--- src/rtl/instruction_fetch.sv ---
// Instruction fetch: one outstanding program-memory read,
// a one-entry instruction holding register and jump redirect.
module instruction_fetch #(
  parameter int                ADDR_W     = 8,
  parameter logic [ADDR_W-1:0] RST_VECTOR = '0
) (
  input  logic              clk,
  input  logic              rst,
  input  logic              halt,
  input  logic              jmp_en,
  input  logic [ADDR_W-1:0] jmp_addr,
  output logic              mem_rd_en,
  output logic [ADDR_W-1:0] mem_addr,
  input  logic [15:0]       mem_rd_data,
  input  logic              mem_rd_valid,
  output logic [15:0]       cell_data,
  output logic              instr_valid,
  input  logic              instr_ready,
  output logic [ADDR_W-1:0] pc
);

  typedef enum logic [1:0] {
    FETCH_REQ,
    FETCH_WAIT,
    HOLD,
    DRAIN
  } state_t;

  state_t            state;
  logic [ADDR_W-1:0] pc_q;

  // The request must react to halt/jmp_en in the same cycle,
  // so it is decoded from the registered state.
  assign mem_rd_en = (state == FETCH_REQ) && !halt
                     && !jmp_en && !rst;
  assign mem_addr  = pc_q;
  assign pc        = pc_q;

  // Fetch FSM with PC, instruction register and valid flag.
  always_ff @(posedge clk) begin
    if (rst) begin
      state       <= FETCH_REQ;
      pc_q        <= RST_VECTOR;
      cell_data   <= 16'h0000;
      instr_valid <= 1'b0;
    end else begin
      case (state)
        FETCH_REQ: begin
          if (jmp_en) begin
            pc_q        <= jmp_addr;
            instr_valid <= 1'b0;
          end else if (!halt) begin
            state <= FETCH_WAIT;
          end
        end
        FETCH_WAIT: begin
          if (jmp_en) begin
            pc_q        <= jmp_addr;
            instr_valid <= 1'b0;
            state       <= mem_rd_valid ? FETCH_REQ : DRAIN;
          end else if (mem_rd_valid) begin
            cell_data   <= mem_rd_data;
            instr_valid <= 1'b1;
            pc_q        <= pc_q + ADDR_W'(1);
            state       <= HOLD;
          end
        end
        HOLD: begin
          if (jmp_en) begin
            pc_q        <= jmp_addr;
            instr_valid <= 1'b0;
            state       <= FETCH_REQ;
          end else if (instr_ready) begin
            instr_valid <= 1'b0;
            state       <= FETCH_REQ;
          end
        end
        DRAIN: begin
          // A redirect here only moves the PC; the stale
          // response still has to be swallowed.
          if (jmp_en)       pc_q  <= jmp_addr;
          if (mem_rd_valid) state <= FETCH_REQ;
        end
        default: state <= FETCH_REQ;
      endcase
    end
  end

endmodule

--- config.mk ---
export PLATFORM = sky130hd
export DESIGN_NAME = instruction_fetch
export DESIGN_NICKNAME = d
export VERILOG_FILES = /design/src/rtl/instruction_fetch.sv
export SDC_FILE = /design/constraint.sdc
export NUM_CORES = 1
export LEC_CHECK = 0
export ABC_AREA = 1
export BUFFER_PORTS_ARGS = -buffer_cell sky130_fd_sc_hd__buf_2
export CAP_MARGIN = 20
export CORE_MARGIN = 1.5
export CORE_UTILIZATION = 45
export DETAILED_ROUTE_END_ITERATION = 16
export PLACE_DENSITY = 0.81
export SLEW_MARGIN = 5
export SYNTH_ARGS = -nofsm -noshare
export SYNTH_HDL_FRONTEND = slang
export SYNTH_SLANG_ARGS = --single-unit
--- constraint.sdc ---
create_clock -name clk -period 1.75 [get_ports clk]
set_clock_uncertainty 0.2 [all_clocks]
set_input_delay 0.175 -clock clk [delete_from_list [all_inputs] [get_ports clk]]
set_output_delay 0.175 -clock clk [all_outputs]
set_load 0.005 [all_outputs]
# == After elaboration in Yosys (flattened, before gate mapping) ==
# Index checks and enable logic that the tools add are counted.
# totals
word_cells,48
inputBits,30
register_bits,27
out_inout_bits,34
# classes
n_addsub,1
bitwise_logic,1
n_mux,19
n_eq_ne,10
n_reduce_logical,13
# ops
op,n
two-way mux 8 bit,3
two-way mux 2 bit,8
case mux 8 bit (2 select lines),1
"adder 8 x 1 -> 8 bit, second input constant",1
"inequality test 2 bit, second input constant",4
case mux 2 bit (4 select lines),1
"inequality test 3 bit, second input constant",2
two-way mux 1 bit,5
AND reduction 5 bit,1
"== test 2 bit, second input constant",2
AND reduction 4 bit,1
logical AND 1 bit,3
zero test 1 bit,3
case mux 1 bit (3 select lines),1
AND reduction 3 bit,1
nonzero test 3 bit,1
OR reduction 3 bit,1
"== test 2 x 1 -> 1 bit, second input constant",1
zero test 2 bit,1
"inequality test 2 x 1 -> 1 bit, second input constant",1
AND reduction 2 bit,1
NOT 1 bit,1

# == Longest topological paths before layout ==
# Gate-level depths: netlist (run 1).
# depth
ltp_word,4
depth_mapped,8
mapped_depth_nobuf,8

# == Worst setup path before layout (run 1) ==
# Ideal clock, no wire load.
# synth_path
path_type,flip-flop to flip-flop
startpoint,reg state[0]
endpoint,reg cell_data[0]
n_path_buf,1
setup_ns,0.116
required_time_ns,1.434
path_stages_with_launch,9
arrival_ns,1.071
synth_period_minus_slack_ns,1.387
slack_ns,0.363
path_cell_list,dfxtp_1 > inv_2 > nor2_4 > nand2_4 > nor2_8 > inv_4 > buf_6 > nor2_1 > nor2_1
# synth_via
elab_chain_len,2
# synth_rtl
element,line,text
start: declaration,29,state_t state;
start signal: assignment,60,state <= mem_rd_valid ? FETCH_REQ : DRAIN;
== test 2 x 1 -> 1 bit,47,case (state)
AND reduction 3 bit (no line),--,
end signal: assignment,62,cell_data <= mem_rd_data;
end: declaration,16,"output logic [15:0] cell_data,"
# No other way between the ends.
# A chain may end at the register's enable or synchronous reset.

# == Worst setup path after layout (run 1) ==
# layout_path
startpoint,reg state[0]
endpoint,reg cell_data[15]
# Same word-level chain as after synthesis.

==> flow_summary.yaml, run 1 <==
power:
  power.static_leakage_uw: 0.0009572
  ir_drop_mv: 0.6181
  p_per_area_nw_per_um2: 942.7
yosys:
  synthDominantCellAreaShare_pct: 40.83
  ys_seq_area_share_pct: 40.83
  synthesis.area_um2: 1324
  syn_avg_cell_area_um2: 6.931
  synth.distinct_cells: 23
  yosysWarnings: 0
  syn_inst: 191
  netlist_top_cells_area: "dfxtp_1 (41%), nor2_1 (14%), o21ai_0 (9.8%)"
  synth_area_leader_cell: "dfxtp_1"
  ys_ff_latch: 27
  synth_fp_nets: 222
placed_design:
  postPlaceCellArea_um2: 1607
  gp_congestion: 0.9258
  port_buffers: 63
  dp_hpwl_um: 2278
timing:
  setup_tns_ps: 0
  hold_viol: 0
  timing.slew.headroom_pct: 77.43
  report.final.slew_viol_count: 0
  fmax_mhz: 626.4
  period_needed_ps: 1596
  grt_setup_unrepaired: "no"
  setup_viol: 0
  min_period_over_period_pct: 91.23
  worst_slew_pin_slew_ps: 338.1
min_path:
  hold_start: "mem_rd_valid"
  min_to: "mem_addr[2]"
  whs_path_depth: 5
  hold_class: "in -> reg"
cells_and_area:
  syn2layout_area_growth_pct: 40.93
  diodes: 0
  fin_nets: 303
  final_area_um2: 1866
  fillerInstances: 234
  layout-drive-gt1-share_pct: 29.15
cts:
  cts-buffers-inserted: 3
  clk_pin_slew_ps: 160
  numClockSinks: 27
  htreeDepth: 1
  clock_latency_ps: 330
  cts_tree: "built"
  cts-root-buf: "clkbuf_4"
  cts_max_path_buffers: 2
detailed_routing:
  drt_iter0_drc: 64
  ant_nets: 0
  avgRoutedWirePerCell_um: 11.64
  routed_wl_um: 3516
  vias_per_cell: 5.017
  post-route-drc-count: 0
  vias: 1515
  drt_first_pass_iters: 4
setup_path:
  path_max_fanout: 18
  crit_chain: "inv_2 > nor2_4 > nand2_4 > nor2_8 > inv_4 > nor2_1 > nor2_1"
  r2r_slack_ps: 150
  cp-start-kind: "flip-flop"
  crit_required_ps: 1780
  crit_top_cell: "nor2_1"
  r2r_start: "state[0]"
  worstSetupPathType: "reg -> reg"
  r2r_end: "cell_data[15]"
  worst-r2r-cell-count: 7
  critPathMaxStageDelay_ps: 440
  end_kind: "flip-flop"
  arrival_ps: 1620
  critPathSlowestCell: "dfxtp_1"
global_routing:
  grt_pass1_wl_um: 5768
  grt_overflow: 0
  grt_max_degree: 19
  grt_usage_pct: 21.91
  first_global_vias: 1367
  grt_antenna_before_repair: 0
die:
  io_pins: 64
  initial_core_util_pct: 47.59
  die_h_um: 57.24
  dieWidth_um: 57.24
  die-area_um2: 3276
  row_count: 19
  core_region_area_um2: 2781
outcome:
  status: "completed"
run:
  maxCapViolations: 0
[Yosys cell counts]
| master | number |
|---|---|
| nor2_1 | 51 |
| dfxtp_1 | 27 |
| nand2_1 | 27 |
| o21ai_0 | 26 |
| nand3_1 | 13 |
| buf_4 | 10 |
| a21oi_1 | 9 |
| inv_1 | 8 |
| nor3_1 | 4 |
| clkbuf_1 | 2 |
| inv_2 | 2 |
| buf_6 | 1 |
| ha_1 | 1 |
| inv_4 | 1 |
| nand2_2 | 1 |
| nand2_4 | 1 |
| nand4_1 | 1 |
| nor2_2 | 1 |
| nor2_4 | 1 |
| nor2_8 | 1 |
| o211ai_1 | 1 |
| o21ai_1 | 1 |
| o22ai_1 | 1 |
[where the power goes]
group | total, uW | internal, uW | switching, uW
Clock | 274 | 85.7 | 189
Sequential | 823 | 722 | 101
Combinational | 662 | 284 | 377
[area by class of cell]
type                    count  area (um2)  area share, %
multi-input cells         140       645.6          34.61
inverters                  11       43.79          2.347
clock buffers               3       22.52          1.207
flip-flops and latches     27       541.8          29.04
clock inverters             1       5.005         0.2683
repair buffers             89       568.0          30.45
well taps                  31       38.79          2.079
[worst max-delay path, delay by kind of cell, from the launching register on]
family | cells | cell delay, ps
flip-flops | 1 | 440
AND/OR/NAND/NOR | 5 | 640
buffers and inverters | 2 | 220
[metal layers]
layer	global-route usage [%]	share of wire (%)
met1	28.13	44
met2	39.08	49
met3	2.268	6.2
met4	5.980	0.65
met5	0	0
[worst max path at each step]
stage                  start             to  slack, ps
global placement    state[0]    mem_addr[5]        250
global route        state[0]    mem_addr[5]         20
CTS                 state[1]      mem_rd_en        150
floorplan           state[0]   cell_data[0]        360
finish              state[0]  cell_data[15]        150
detailed placement  state[0]    mem_addr[5]        180
[cells in the final DEF (no fill, tap or decap), types with 2 or more instances in the layout]
cell type	instances
a21oi_1	9
buf_2	63
buf_4	3
clkbuf_4	3
dfxtp_1	26
dlygate4sd3_1	23
inv_1	8
inv_2	2
nand2_1	27
nand3_1	13
nor2_1	51
nor3_1	4
o21ai_0	26
[logic make-up (layout without fill, tap and decap cells)]
| family | count (synthesis) | in the layout | share of synthesized area, % |
|---|---|---|---|
| buffers and inverters | 24 | 104 | 10.40 |
| DFF | 27 | 27 | 40.83 |
| and+or+nand+nor | 101 | 101 | 33.18 |
| adders and majority gates | 1 | 1 | 0.9450 |
| AOI/OAI and AO/OA | 38 | 38 | 14.65 |
[per-stage QoR]
stage / std cells / power [uW] / setup WS [ps] / hold WS, ps / utilization (%)
floorplan: 191 / 1256 / 363.4 / 44.07 / -
global placement: 275 / 1428 / 254.3 / 198.2 / 57.76
detailed placement: 275 / 1441 / 179.5 / 202.8 / 57.76
CTS: 302 / 1755 / 150.7 / 4.687 / 67.03
global route: 302 / 1886 / 19.86 / 32.79 / 67.07
finish: 302 / 1759 / 153.6 / 15.82 / 67.07
[state kept, by name, indices dropped and copies added (netlist names)]
register and flops:
cell_data 16, mem_addr 8, state 2, instr_valid 1
[what timing repair did]
action / 4_1_cts / 5_1_grt
resized for setup: 0 / 1
hold buffers: 23 / 0
hold endpoints to repair: 25 / 0
endpoints found under the setup margin: 0 / 1
buffers inserted: 0 / 0
Note: power is estimated with default switching activity, not from simulation.
==> inputs of run 2 (changes only) <==
PLACE_DENSITY = 0.78   (was 0.81)
SETUP_SLACK_MARGIN = 0.3   (was default)
==> flow_summary.yaml, run 2 (synthesis gave the netlist of run 1 again) <==
setup_path:
  critPathSlowestCell: "dfxtp_4"
  crit_family: "simple AND/OR/NAND/NOR gates"
  end_kind: "flip-flop"
  worstSetupPathType: "reg -> reg"
  path_max_fanout: 9
  arrival_ps: 1520
  critPathMaxStageDelay_ps: 390
  crit_required_ps: 1770
  r2r_start: "state[1]"
  cp-startpoint: "state[1]"
  cp-start-kind: "flip-flop"
  crit_chain: "inv_1 > nand2_1 > nor2_4 > nand3_1 > nor3_2 > nor2_1"
  cp_num_buf_inv: 1
detailed_routing:
  routed.top_layer: "met4"
  drt_iter0_drc: 77
  ant_nets: 0
  wl_met3_um: 196
  dr_wl_met2_um: 1928
  vias: 1544
  drt-met1-wl_um: 1480
  avgRoutedWirePerCell_um: 11.82
  routed_wl_um: 3640
  post-route-drc-count: 0
  vias_per_cell: 5.013
  drt_first_pass_iters: 4
power:
  clkPwrFrac_pct: 13.5
  swShare_pct: 36.92
  p_sw_uw: 719.1
  combPwrFrac_pct: 42.9
  p_per_area_nw_per_um2: 969.1
  power.static_leakage_uw: 0.0009972
  p_seq_share_pct: 43.6
  ir_drop_mv: 0.8949
  p_int_uw: 1228
global_routing:
  grt_usage_pct: 22.15
  grt_antenna_before_repair: 0
  grt_max_degree: 21
  grt_overflow: 0
  grt_pass1_wl_um: 5892
  first_global_vias: 1393
cts:
  clk_pin_slew_ps: 140
  cts_max_path_buffers: 2
  cts_tree: "built"
  htreeDepth: 1
  numClockSinks: 27
  cts-buffers-inserted: 3
  clock_latency_ps: 320
  cts-root-buf: "clkbuf_4"
die:
  io_pins: 64
  core_region_area_um2: 2781
  die_h_um: 57.24
  die-area_um2: 3276
  row_count: 19
  initial_core_util_pct: 47.59
  dieWidth_um: 57.24
run:
  maxCapViolations: 0
cells_and_area:
  diodes: 0
  fin_nets: 309
  final_common_cell: "buf_2"
  top_register: "cell_data"
  stdcell_count: 308
  post-route-util_pct: 72.24
  final_cell_mix: "buf_2 (63), nor2_1 (48), nand2_1 (26), o21ai_0 (24), dlygate4sd3_1 (23)"
  largest_reg_flops: 16
  layout-drive-gt1-share_pct: 35.38
  syn2layout_area_growth_pct: 51.80
timing:
  setup_viol: 0
  fmax_mhz: 669.7
  min_period_over_period_pct: 85.32
  timing.slew.headroom_pct: 78.42
  worst_slew_pin_slew_ps: 323.7
  fin_ws_ps: 256.9
  setup_tns_ps: 0
  hold_viol: 0
  period_needed_ps: 1493
  report.final.slew_viol_count: 0
  grt_setup_unrepaired: "yes"
placed_design:
  dpl_worst_slack_ps: 204.6
  gp_congestion: 0.9286
  dp.cells: 274
  port_buffers: 63
  dp_hpwl_um: 2282
outcome:
  status: "completed"
min_path:
  hold_start: "mem_rd_valid"
  hold_class: "in -> reg"
[run 2: area by class of cell]
cell class | count | area [um2]
timing repair buffer | 95 | 633.1
multi-input combinational | 140 | 703.2
clock buffer | 4 | 26.28
tap | 31 | 38.79
fill | 227 | 772.0
inverter | 11 | 51.30
sequential | 27 | 556.8
[run 2: tightest hold or removal path, stage by stage]
cell,delay (ps)
buf_2,130
nand3_1,80
nand2_1,50
nand2_1,50
a21oi_1,30
[run 2: stage by stage]
step | power [uW] | hold slack [ps] | area, um2
3_3_place_gp | 1430 | 196.3 | 1599
6_report | 1947 | 21.44 | 2009
4_1_cts | 1820 | 13.68 | 1907
3_5_place_dp | 1440 | 201.3 | 1599
2_1_floorplan | 1256 | 44.07 | 1324
5_1_grt | 2100 | 16.59 | 2009
[run 2: timing repair]
item                                    4_1_cts  5_1_grt
setup buffers                                 3        4
pin swaps                                     4        8
hold buffers                                 23        0
endpoints found under the hold margin        25        0
gates cloned                                  0        0
endpoints found under the setup margin       23       24
resized for setup                             7       23
[run 2: final timing paths]
path         slack (ps)     endpoint  cells after the start
min                  20  mem_addr[2]                      5
max                 260  mem_addr[4]                      6
max reg2reg         260  mem_addr[4]                      6
min reg2reg         310  instr_valid                      2
[run 2: routing by layer]
layer / up-vias / track usage, %
met3: 4 / 3.175
met2: 59 / 40.72
met5: - / 0
met4: 0 / 3.987
met1: 692 / 27.74
li1: 789 / -
[run 2: power groups by stage]
stage / Sequential, uW / Clock [uW] / Combinational [uW]
after floorplan: 828 / 0 / 428
after global placement: 826 / 0 / 604
after detailed placement: 829 / 0 / 611
after CTS: 819 / 276 / 725
after global routing: 864 / 299 / 937
final: 848 / 263 / 836
